`src/rtl/hack_run_ctrl.sv`:
```
`default_nettype none
// ============================================================================
// Module      : hack_run_ctrl
// Description : Run controller for the Hack CPU. Streams a program into the
//               instruction ROM (valid/ready) while the CPU is held in reset,
//               releases the CPU and counts executed cycles, and stops it when
//               the canonical end loop (@p at p, 0;JMP at p+1) is executed.
// Ports       : clk, reset_n          - clock, synchronous active-low reset
//               load_start/run/stop   - single-cycle requests (stop>load>run)
//               in_valid/in_ready/in_data/in_last - program word stream
//               rom_we/rom_addr/rom_wdata         - ROM write port
//               cpu_reset, cpu_pc, cpu_instruction - CPU control / observation
//               state, halted, prog_len, cycles, err - status
// Revision    : 1.0 - initial release
// ============================================================================
module hack_run_ctrl #(
  parameter int ROM_AW  = 15,
  parameter int CYCLE_W = 32
) (
  input  logic                clk,
  input  logic                reset_n,
  input  logic                load_start,
  input  logic                run,
  input  logic                stop,
  input  logic                in_valid,
  output logic                in_ready,
  input  logic [15:0]         in_data,
  input  logic                in_last,
  output logic                rom_we,
  output logic [ROM_AW-1:0]   rom_addr,
  output logic [15:0]         rom_wdata,
  output logic                cpu_reset,
  input  logic [14:0]         cpu_pc,
  input  logic [15:0]         cpu_instruction,
  output logic [1:0]          state,
  output logic                halted,
  output logic [ROM_AW:0]     prog_len,
  output logic [CYCLE_W-1:0]  cycles,
  output logic                err
);

  typedef enum logic [1:0] {
    ST_IDLE = 2'd0,
    ST_LOAD = 2'd1,
    ST_RUN  = 2'd2,
    ST_HALT = 2'd3
  } state_e;

  localparam logic [ROM_AW:0]    PLEN_ONE  = {{ROM_AW{1'b0}}, 1'b1};
  localparam logic [CYCLE_W-1:0] CYC_ONE   = {{(CYCLE_W-1){1'b0}}, 1'b1};
  localparam logic [CYCLE_W-1:0] CYC_MAX   = {CYCLE_W{1'b1}};

  state_e              state_q, state_d;
  logic [ROM_AW:0]     prog_len_q, prog_len_d;
  logic [CYCLE_W-1:0]  cycles_q, cycles_d;
  logic                err_q, err_d;
  logic [14:0]         prev_pc_q, prev_pc_d;
  logic [15:0]         prev_instr_q, prev_instr_d;
  logic                prev_valid_q, prev_valid_d;

  logic                rom_full;
  logic                accept;
  logic                halt_hit;
  logic [14:0]         prev_pc_inc;

  // prog_len saturates at exactly 2^ROM_AW, so its top bit alone means full.
  assign rom_full    = prog_len_q[ROM_AW];
  assign in_ready    = (state_q == ST_LOAD) && !rom_full;
  assign accept      = in_ready && in_valid;

  assign rom_we      = accept;
  assign rom_addr    = prog_len_q[ROM_AW-1:0];
  assign rom_wdata   = in_data;

  assign cpu_reset   = (state_q != ST_RUN);
  assign halted      = (state_q == ST_HALT);
  assign state       = state_q;
  assign prog_len    = prog_len_q;
  assign cycles      = cycles_q;
  assign err         = err_q;

  // End loop: last cycle executed "@p" located at p, this cycle executes an
  // unconditional jump (no destination, jump bits 111) at p+1.
  assign prev_pc_inc = prev_pc_q + 15'd1;
  assign halt_hit    = prev_valid_q
                    && !prev_instr_q[15]
                    && (prev_instr_q[14:0] == prev_pc_q)
                    && (cpu_pc == prev_pc_inc)
                    && cpu_instruction[15]
                    && (cpu_instruction[5:3] == 3'b000)
                    && (cpu_instruction[2:0] == 3'b111);

  always_comb begin
    state_d      = state_q;
    prog_len_d   = prog_len_q;
    cycles_d     = cycles_q;
    err_d        = err_q;
    prev_pc_d    = cpu_pc;
    prev_instr_d = cpu_instruction;
    // History is only meaningful from the second RUN cycle onward.
    prev_valid_d = (state_q == ST_RUN);

    case (state_q)
      ST_IDLE: begin
        if (stop) begin
          state_d = ST_IDLE;
        end else if (load_start) begin
          state_d    = ST_LOAD;
          prog_len_d = '0;
          err_d      = 1'b0;
        end else if (run) begin
          state_d  = ST_RUN;
          cycles_d = '0;
        end
      end

      ST_LOAD: begin
        if (accept) begin
          prog_len_d = prog_len_q + PLEN_ONE;
        end
        if (rom_full && in_valid) begin
          err_d = 1'b1;
        end
        if (stop) begin
          state_d = ST_IDLE;
        end else if (accept && in_last) begin
          state_d = ST_IDLE;
        end
      end

      ST_RUN: begin
        if (cycles_q != CYC_MAX) begin
          cycles_d = cycles_q + CYC_ONE;
        end
        if (stop) begin
          state_d = ST_IDLE;
        end else if (load_start) begin
          state_d    = ST_LOAD;
          prog_len_d = '0;
          err_d      = 1'b0;
        end else if (halt_hit) begin
          state_d = ST_HALT;
        end
      end

      ST_HALT: begin
        if (stop) begin
          state_d = ST_IDLE;
        end else if (load_start) begin
          state_d    = ST_LOAD;
          prog_len_d = '0;
          err_d      = 1'b0;
        end else if (run) begin
          state_d  = ST_RUN;
          cycles_d = '0;
        end
      end

      default: begin
        state_d = ST_IDLE;
      end
    endcase
  end

  always_ff @(posedge clk) begin
    if (!reset_n) begin
      state_q      <= ST_IDLE;
      prog_len_q   <= '0;
      cycles_q     <= '0;
      err_q        <= 1'b0;
      prev_pc_q    <= '0;
      prev_instr_q <= '0;
      prev_valid_q <= 1'b0;
    end else begin
      state_q      <= state_d;
      prog_len_q   <= prog_len_d;
      cycles_q     <= cycles_d;
      err_q        <= err_d;
      prev_pc_q    <= prev_pc_d;
      prev_instr_q <= prev_instr_d;
      prev_valid_q <= prev_valid_d;
    end
  end

endmodule
`default_nettype wire

```
`config.mk`:
```
export PLATFORM = sky130hd
export DESIGN_NAME = hack_run_ctrl
export DESIGN_NICKNAME = d
export VERILOG_FILES = /design/src/rtl/hack_run_ctrl.sv
export SDC_FILE = /design/constraint.sdc
export NUM_CORES = 1
export LEC_CHECK = 0
export CAP_MARGIN = 20
export CORE_MARGIN = 2
export CORE_UTILIZATION = 45
export DETAILED_ROUTE_END_ITERATION = 12
export PLACE_DENSITY_LB_ADDON = 0.1
export SYNTH_ARGS = -nofsm -noshare
export SYNTH_HDL_FRONTEND = slang
export SYNTH_SLANG_ARGS = --single-unit
```
`constraint.sdc`:
```
create_clock -name clk -period 2.9 [get_ports clk]
set_input_delay 0.725 -clock clk [delete_from_list [all_inputs] [get_ports clk]]
set_output_delay 0.725 -clock clk [all_outputs]
set_load 0.005 [all_outputs]
```
==> results of run 1 <==
-- synthesized netlist by cell type (2+ instances only) --
cell / number / share of area
dfxtp_1: 83 / 0.38
nor2_1: 59 / 0.051
and2_1: 32 / 0.046
buf_4: 32 / 0.055
nand3_1: 32 / 0.037
xor2_1: 31 / 0.063
nand2_1: 29 / 0.025
o21ai_0: 25 / 0.029
xnor2_1: 22 / 0.044
a21oi_1: 21 / 0.024
nand4_1: 14 / 0.020
clkbuf_1: 13 / 0.011
a31oi_1: 12 / 0.017
inv_1: 12 / 0.010
nor3_1: 11 / 0.013
nor4_1: 9 / 0.013
nor2b_1: 7 / 0.010
ha_1: 6 / 0.017
or3_1: 6 / 0.0087
and3_1: 5 / 0.0072
and4_1: 5 / 0.010
a211oi_1: 4 / 0.0069
mux2i_1: 4 / 0.0092
a22oi_1: 3 / 0.0052
nand2b_1: 3 / 0.0043
nand3b_1: 3 / 0.0052
nand4b_1: 3 / 0.0061
o41ai_1: 3 / 0.0061
or4_1: 3 / 0.0052
a21o_1: 2 / 0.0035
a41oi_1: 2 / 0.0040
buf_2: 2 / 0.0023
o211ai_1: 2 / 0.0035
-- logic make-up (layout without fill, tap and decap cells) --
logic type      count (synthesis)  count (layout)  synth area share
xor+xnor                       53              53             0.107
mux                             4               4           0.00923
flops                          83              83             0.383
fa+ha+maj                       6               6            0.0173
buf+inv                        61             151            0.0828
simple gates                  228             228             0.280
compound gates                 84              84             0.121
-- power by group through the flow --
| stage | logic (mW) | registers, mW | clock network [mW] |
|---|---|---|---|
| floorplan | 0.202 | 1.21 | 0 |
| global placement | 0.307 | 1.22 | 0 |
| global route | 0.342 | 1.20 | 1.01 |
| CTS | 0.313 | 1.20 | 0.959 |
| detailed placement | 0.310 | 1.22 | 0 |
| finish | 0.312 | 1.20 | 0.937 |
-- cells in the final DEF, fill, tap and decap left out, types with 3 or more instances in the layout --
cell / Yosys / final
clkdlybuf4s50_1: 0 / 107
dfxtp_1: 83 / 83
nor2_1: 59 / 59
and2_1: 32 / 32
nand3_1: 32 / 32
xor2_1: 31 / 31
nand2_1: 29 / 29
o21ai_0: 25 / 25
xnor2_1: 22 / 22
a21oi_1: 21 / 21
buf_4: 32 / 15
nand4_1: 14 / 14
inv_1: 12 / 12
a31oi_1: 12 / 12
nor3_1: 11 / 11
clkbuf_8: 0 / 10
nor4_1: 9 / 9
nor2b_1: 7 / 7
or3_1: 6 / 6
ha_1: 6 / 6
and4_1: 5 / 5
and3_1: 5 / 5
a211oi_1: 4 / 4
mux2i_1: 4 / 4
or4_1: 3 / 3
nand4b_1: 3 / 3
o41ai_1: 3 / 3
nand3b_1: 3 / 3
nand2b_1: 3 / 3
a22oi_1: 3 / 3
-- metal layers --
layer,track usage,vias up,part of all wire
met3,0.0527,12,0.056
met1,0.300,1825,0.48
met4,0.0492,0,0.0086
li1,-,1957,-
met5,0,-,0
met2,0.330,127,0.45
-- critical path, delay by kind of cell --
| family | cells | cell delay [ns] |
|---|---|---|
| buffers and inverters | 2 | 1.02 |
| AND/OR/NAND/NOR | 1 | 0.25 |
-- state kept, by name (all words and copies together), names as in the netlist --
signal        flops
err               1
prev_valid_q      1
state             2
prog_len         16
cycles           32
prev_instr_q     16
prev_pc_q        15
-- through the flow --
| step | total power, mW | cells | hold WS [ns] |
|---|---|---|---|
| 2_1_floorplan | 1.42 | 519 | 0.461 |
| 3_3_place_gp | 1.53 | 722 | 0.464 |
| 3_5_place_dp | 1.54 | 722 | 0.464 |
| 4_1_cts | 2.47 | 738 | 0.476 |
| 5_1_grt | 2.56 | 738 | 0.521 |
| 6_report | 2.45 | 738 | 0.470 |
-- worst max-delay path by stage --
| stage | start | endpoint | slack [ns] | cells after the start |
|---|---|---|---|---|
| 2_1_floorplan | cycles[6] | cycles[10] | 0.59 | 7 |
| 3_3_place_gp | in_valid | state[1] | 0.09 | 8 |
| 3_5_place_dp | in_valid | state[1] | 0.01 | 8 |
| 4_1_cts | in_valid | rom_we | 0.17 | 3 |
| 5_1_grt | state[0] | rom_we | 0.09 | 3 |
| 6_report | in_valid | rom_we | 0.17 | 3 |
-- area by class of cell --
cell class / instances / area [µm²] / share of cell area
timing repair buffer: 122 / 1180 / 0.211
multi-input combinational: 375 / 2320 / 0.414
tap: 129 / 161 / 0.0288
clock inverter: 5 / 85.1 / 0.0152
inverter: 13 / 48.8 / 0.00872
sequential: 83 / 1660 / 0.297
clock buffer: 11 / 141 / 0.0253
==> results_dict.tcl, run 1 <==
set metrics [dict create \
    first_iter_violations 146 \
    status "finished, final reports clean" \
    gr-total-overflow 0 \
    synth_nets 579 \
    comb_power_share 0.127 \
    core_mm2 0.00928 \
    cts-buffers-inserted 9 \
    avgSynthCellArea_um2 8.36 \
    fill_cells 870 \
    clock_latency_ns 0.35 \
    die_h_um 102 \
    path_cells "clkdlybuf4s50_1 > and3b_1 > clkdlybuf4s50_1" \
    p_sw_frac 0.251 \
    htreeDepth 3 \
    antenna_cells 0 \
    crit_fanout 4 \
    tightest_slew_ns 0.614 \
    setup_tns_ns 0 \
    worstSetupEndpointType "primary output" \
    min_period_ns 2.73 \
    timing.rr.end "state[1]" \
    critical_path_arrival_ns 2.00 \
    die_w_um 102 \
    start_util 0.467 \
    port_buffers 107 \
    skew_ns 0.0134 \
    max_slew_margin 0.588 \
    drive_gt1_frac 0.0608 \
    synthCells 519 \
    cellLeakagePower_nw 1.99 \
    place_worst_setup_slack_ns 0.0137 \
    ctsResizeCount 0 \
    place_congestion 0.857 \
    first_global_vias 3604 \
    rsz0062_at_grt "false" \
    synthArstFlopShare 0 \
    grt_pass1_wl_mm 17.6 \
    yosysUniqueCellTypes 52 \
    holdPathEnd "err" \
    fin_crit_sh 0.941 \
    ys_warn_count 0 \
    wl_per_cell_um 14.7 \
    vias_per_cell 5.31 \
    dr.pass1.iters 4 \
    pwr-share-seq 0.490 \
    pwr-share-clk 0.383 \
    ys.flop_type "dfxtp_1" \
    cts.sinks 83 \
    slew_viol_final 0 \
    crit_slowest_cell "clkdlybuf4s50_1" \
    min_from "err" \
    reg2regPathDepth 8 \
    synth_edf_count 0 \
    path_class "in -> out" \
    power.density_mw_per_mm2 437 \
    drt-total-wl_mm 10.9 \
    regToRegSetupSlack_ns 0.44 \
    start_kind "input pin" \
    setup_viol 0 \
    nets 664 \
    postRouteAntennaNets 0 \
    clockBufferDepth 2 \
    p_switching_mw 0.615 \
    syn2layout_area_growth_pct 29.1 \
    clockRootBuffer "clkbuf_8" \
    setup_slack_ns 0.171 \
    crit_top_cell "clkdlybuf4s50_1" \
    final_util 0.603 \
    cp_data_required_time_ns 2.17 \
    slowest_delay_ns 0.53 \
    min_path_cells 2 \
    fmax_mhz 366 \
    drc 0 \
    dpl_cell_area_mm2 0.00537 \
    path_clk_slew_ns 0.09 \
    peakVddDrop_uv 236 \
    hpwl_mm 8.15 \
    cts_setup_buffers 0 \
    vias 3921 \
    dieArea_mm2 0.0104 \
    tritoncts "yes" \
    antenna_found_initial 0 \
    grt_max_degree 30 \
    rr_startpoint "prev_pc_q[0]" \
    design_area_mm2 0.00560 \
    synth_seq_area_share 0.383 \
    intPower_mw 1.83 \
    holdBufCountCts 0 \
    ys_seq_elements 83 \
    hold_viol 0 \
    grt_use_total 0.213 \
    rows 35 \
    worstHoldPathType "reg -> reg" \
    netlist_area_mm2 0.00434 \
    io_pins 140 \
    maxCapViolations 0 \
]
Power figures use the tool's default switching activity.
==> run 2: changes to the inputs <==
CORE_ASPECT_RATIO = 0.8   (was unset)
==> results_dict.tcl, run 2 (synthesized netlist as in run 1, its figures left out) <==
set metrics [dict create \
    slowest_delay_ns 0.54 \
    setup_viol 0 \
    grt_max_degree 31 \
    nets 660 \
    tightest_slew_ns 0.624 \
    ctsResizeCount 0 \
    drc 0 \
    max_slew_margin 0.582 \
    fin_crit_sh 0.949 \
    grt_use_total 0.216 \
    power.density_mw_per_mm2 490 \
    crit_fanout 4 \
    cp_data_required_time_ns 2.17 \
    crit_slowest_cell "clkdlybuf4s50_1" \
    port_buffers 107 \
    status "finished, final reports clean" \
    cellLeakagePower_nw 2.03 \
    htreeDepth 3 \
    worstHoldPathType "reg -> reg" \
    ff_latch_area_mm2 0.00166 \
    cts-buffers-inserted 9 \
    slew_viol_final 0 \
    layout_commonest_cell "clkdlybuf4s50_1" \
    io_pins 140 \
    clock_latency_ns 0.33 \
    holdBufCountCts 0 \
    path_class "in -> out" \
    hpwl_mm 8.13 \
    rsz0062_at_grt "false" \
    final_cell_mix "107 x clkdlybuf4s50_1, 83 x dfxtp_1, 59 x nor2_1, 32 x and2_1, 32 x nand3_1" \
    reg2regPathDepth 8 \
    whs_ns 0.479 \
    wl_per_cell_um 15.4 \
    peakVddDrop_uv 340 \
    antenna_found_initial 0 \
    skew_ns 0.0104 \
    path_clk_slew_ns 0.06 \
    gr-total-overflow 0 \
    clockRootBuffer "clkbuf_16" \
    min_path_cells 2 \
    grt_pass1_wl_mm 18.2 \
    fmax_mhz 363 \
    rows 32 \
    cts_setup_buffers 0 \
    start_kind "input pin" \
    dieArea_mm2 0.0104 \
    dr.pass1.iters 4 \
    place_congestion 0.856 \
    hold_viol 0 \
    maxCapViolations 0 \
    crit_top_cell "clkdlybuf4s50_1" \
    critical_path_arrival_ns 2.03 \
    core_mm2 0.00949 \
    setup_tns_ns 0 \
    largest_register_ffs 32 \
    syn2layout_area_growth_pct 30.7 \
    tritoncts "yes" \
    antenna_cells 0 \
    postRouteAntennaNets 0 \
    die_w_um 114 \
    cts.sinks 83 \
    fill_cells 876 \
    first_global_vias 3731 \
    worstSetupEndpointType "primary output" \
    drt-total-wl_mm 11.2 \
    start_util 0.457 \
    vias_per_cell 5.40 \
    multiInputGateArea_mm2 0.00232 \
    first_iter_violations 215 \
    vias 3908 \
    drive_gt1_frac 0.0562 \
    clockBufferDepth 2 \
    die_h_um 91.8 \
    path_cells "clkdlybuf4s50_1 > and3b_1 > clkdlybuf4s50_1" \
    min_period_ns 2.75 \
]
run 2: cell types whose count changed in the layout (fill, tap and decap cells not counted), sizes merged:
cell	change
clkinv	+1
inv	-1
buf	-4
run 2: worst paths after layout:
check / startpoint / endpoint / slack, ns
worst min-delay path: err / err / 0.48
worst max-delay path: in_valid / rom_we / 0.15
worst max register to register: cycles[4] / cycles[29] / 0.45
worst min register to register: err / err / 0.48
run 2: cell type report:
class | count | area share
clock inverter | 5 | 0.0150
clock buffer | 11 | 0.0446
sequential | 83 | 0.293
inverter | 13 | 0.00861
tap | 119 | 0.0263
multi-input combinational | 375 | 0.409
timing repair buffer | 118 | 0.204
run 2: report_power, final:
part | total [mW] | internal (mW) | switching (mW) | leakage, nW
Combinational | 0.311 | 0.148 | 0.163 | 1.19
Clock | 1.27 | 0.804 | 0.463 | 0.162
Sequential | 1.20 | 1.17 | 0.0326 | 0.677
run 2: metal layers:
layer  wire (µm)  share of wire  up-vias  global-route usage
met4         142          0.013        0              0.0508
met2        4760           0.43      122               0.322
li1            -              -     1947                   -
met1        5600           0.50     1821               0.308
met5           0              0        -                   0
met3         686          0.061       18              0.0635
run 2: critical path: cells and delay by family:
family / cells / cell delay, ns
buffers and inverters: 2 / 1.06
and+or+nand+nor: 1 / 0.25
run 2: metrics by stage:
step / worst slack, ns / power [mW] / instances / utilization / area (µm²)
3_5_place_dp: 0.00347 / 1.53 / 708 / 0.562 / 5330
6_report: 0.147 / 2.78 / 724 / 0.597 / 5670
5_1_grt: 0.0611 / 2.89 / 724 / 0.597 / 5670
4_1_cts: 0.132 / 2.80 / 724 / 0.597 / 5670
3_3_place_gp: 0.0988 / 1.53 / 708 / 0.562 / 5330
2_1_floorplan: 0.590 / 1.42 / 519 / - / 4340
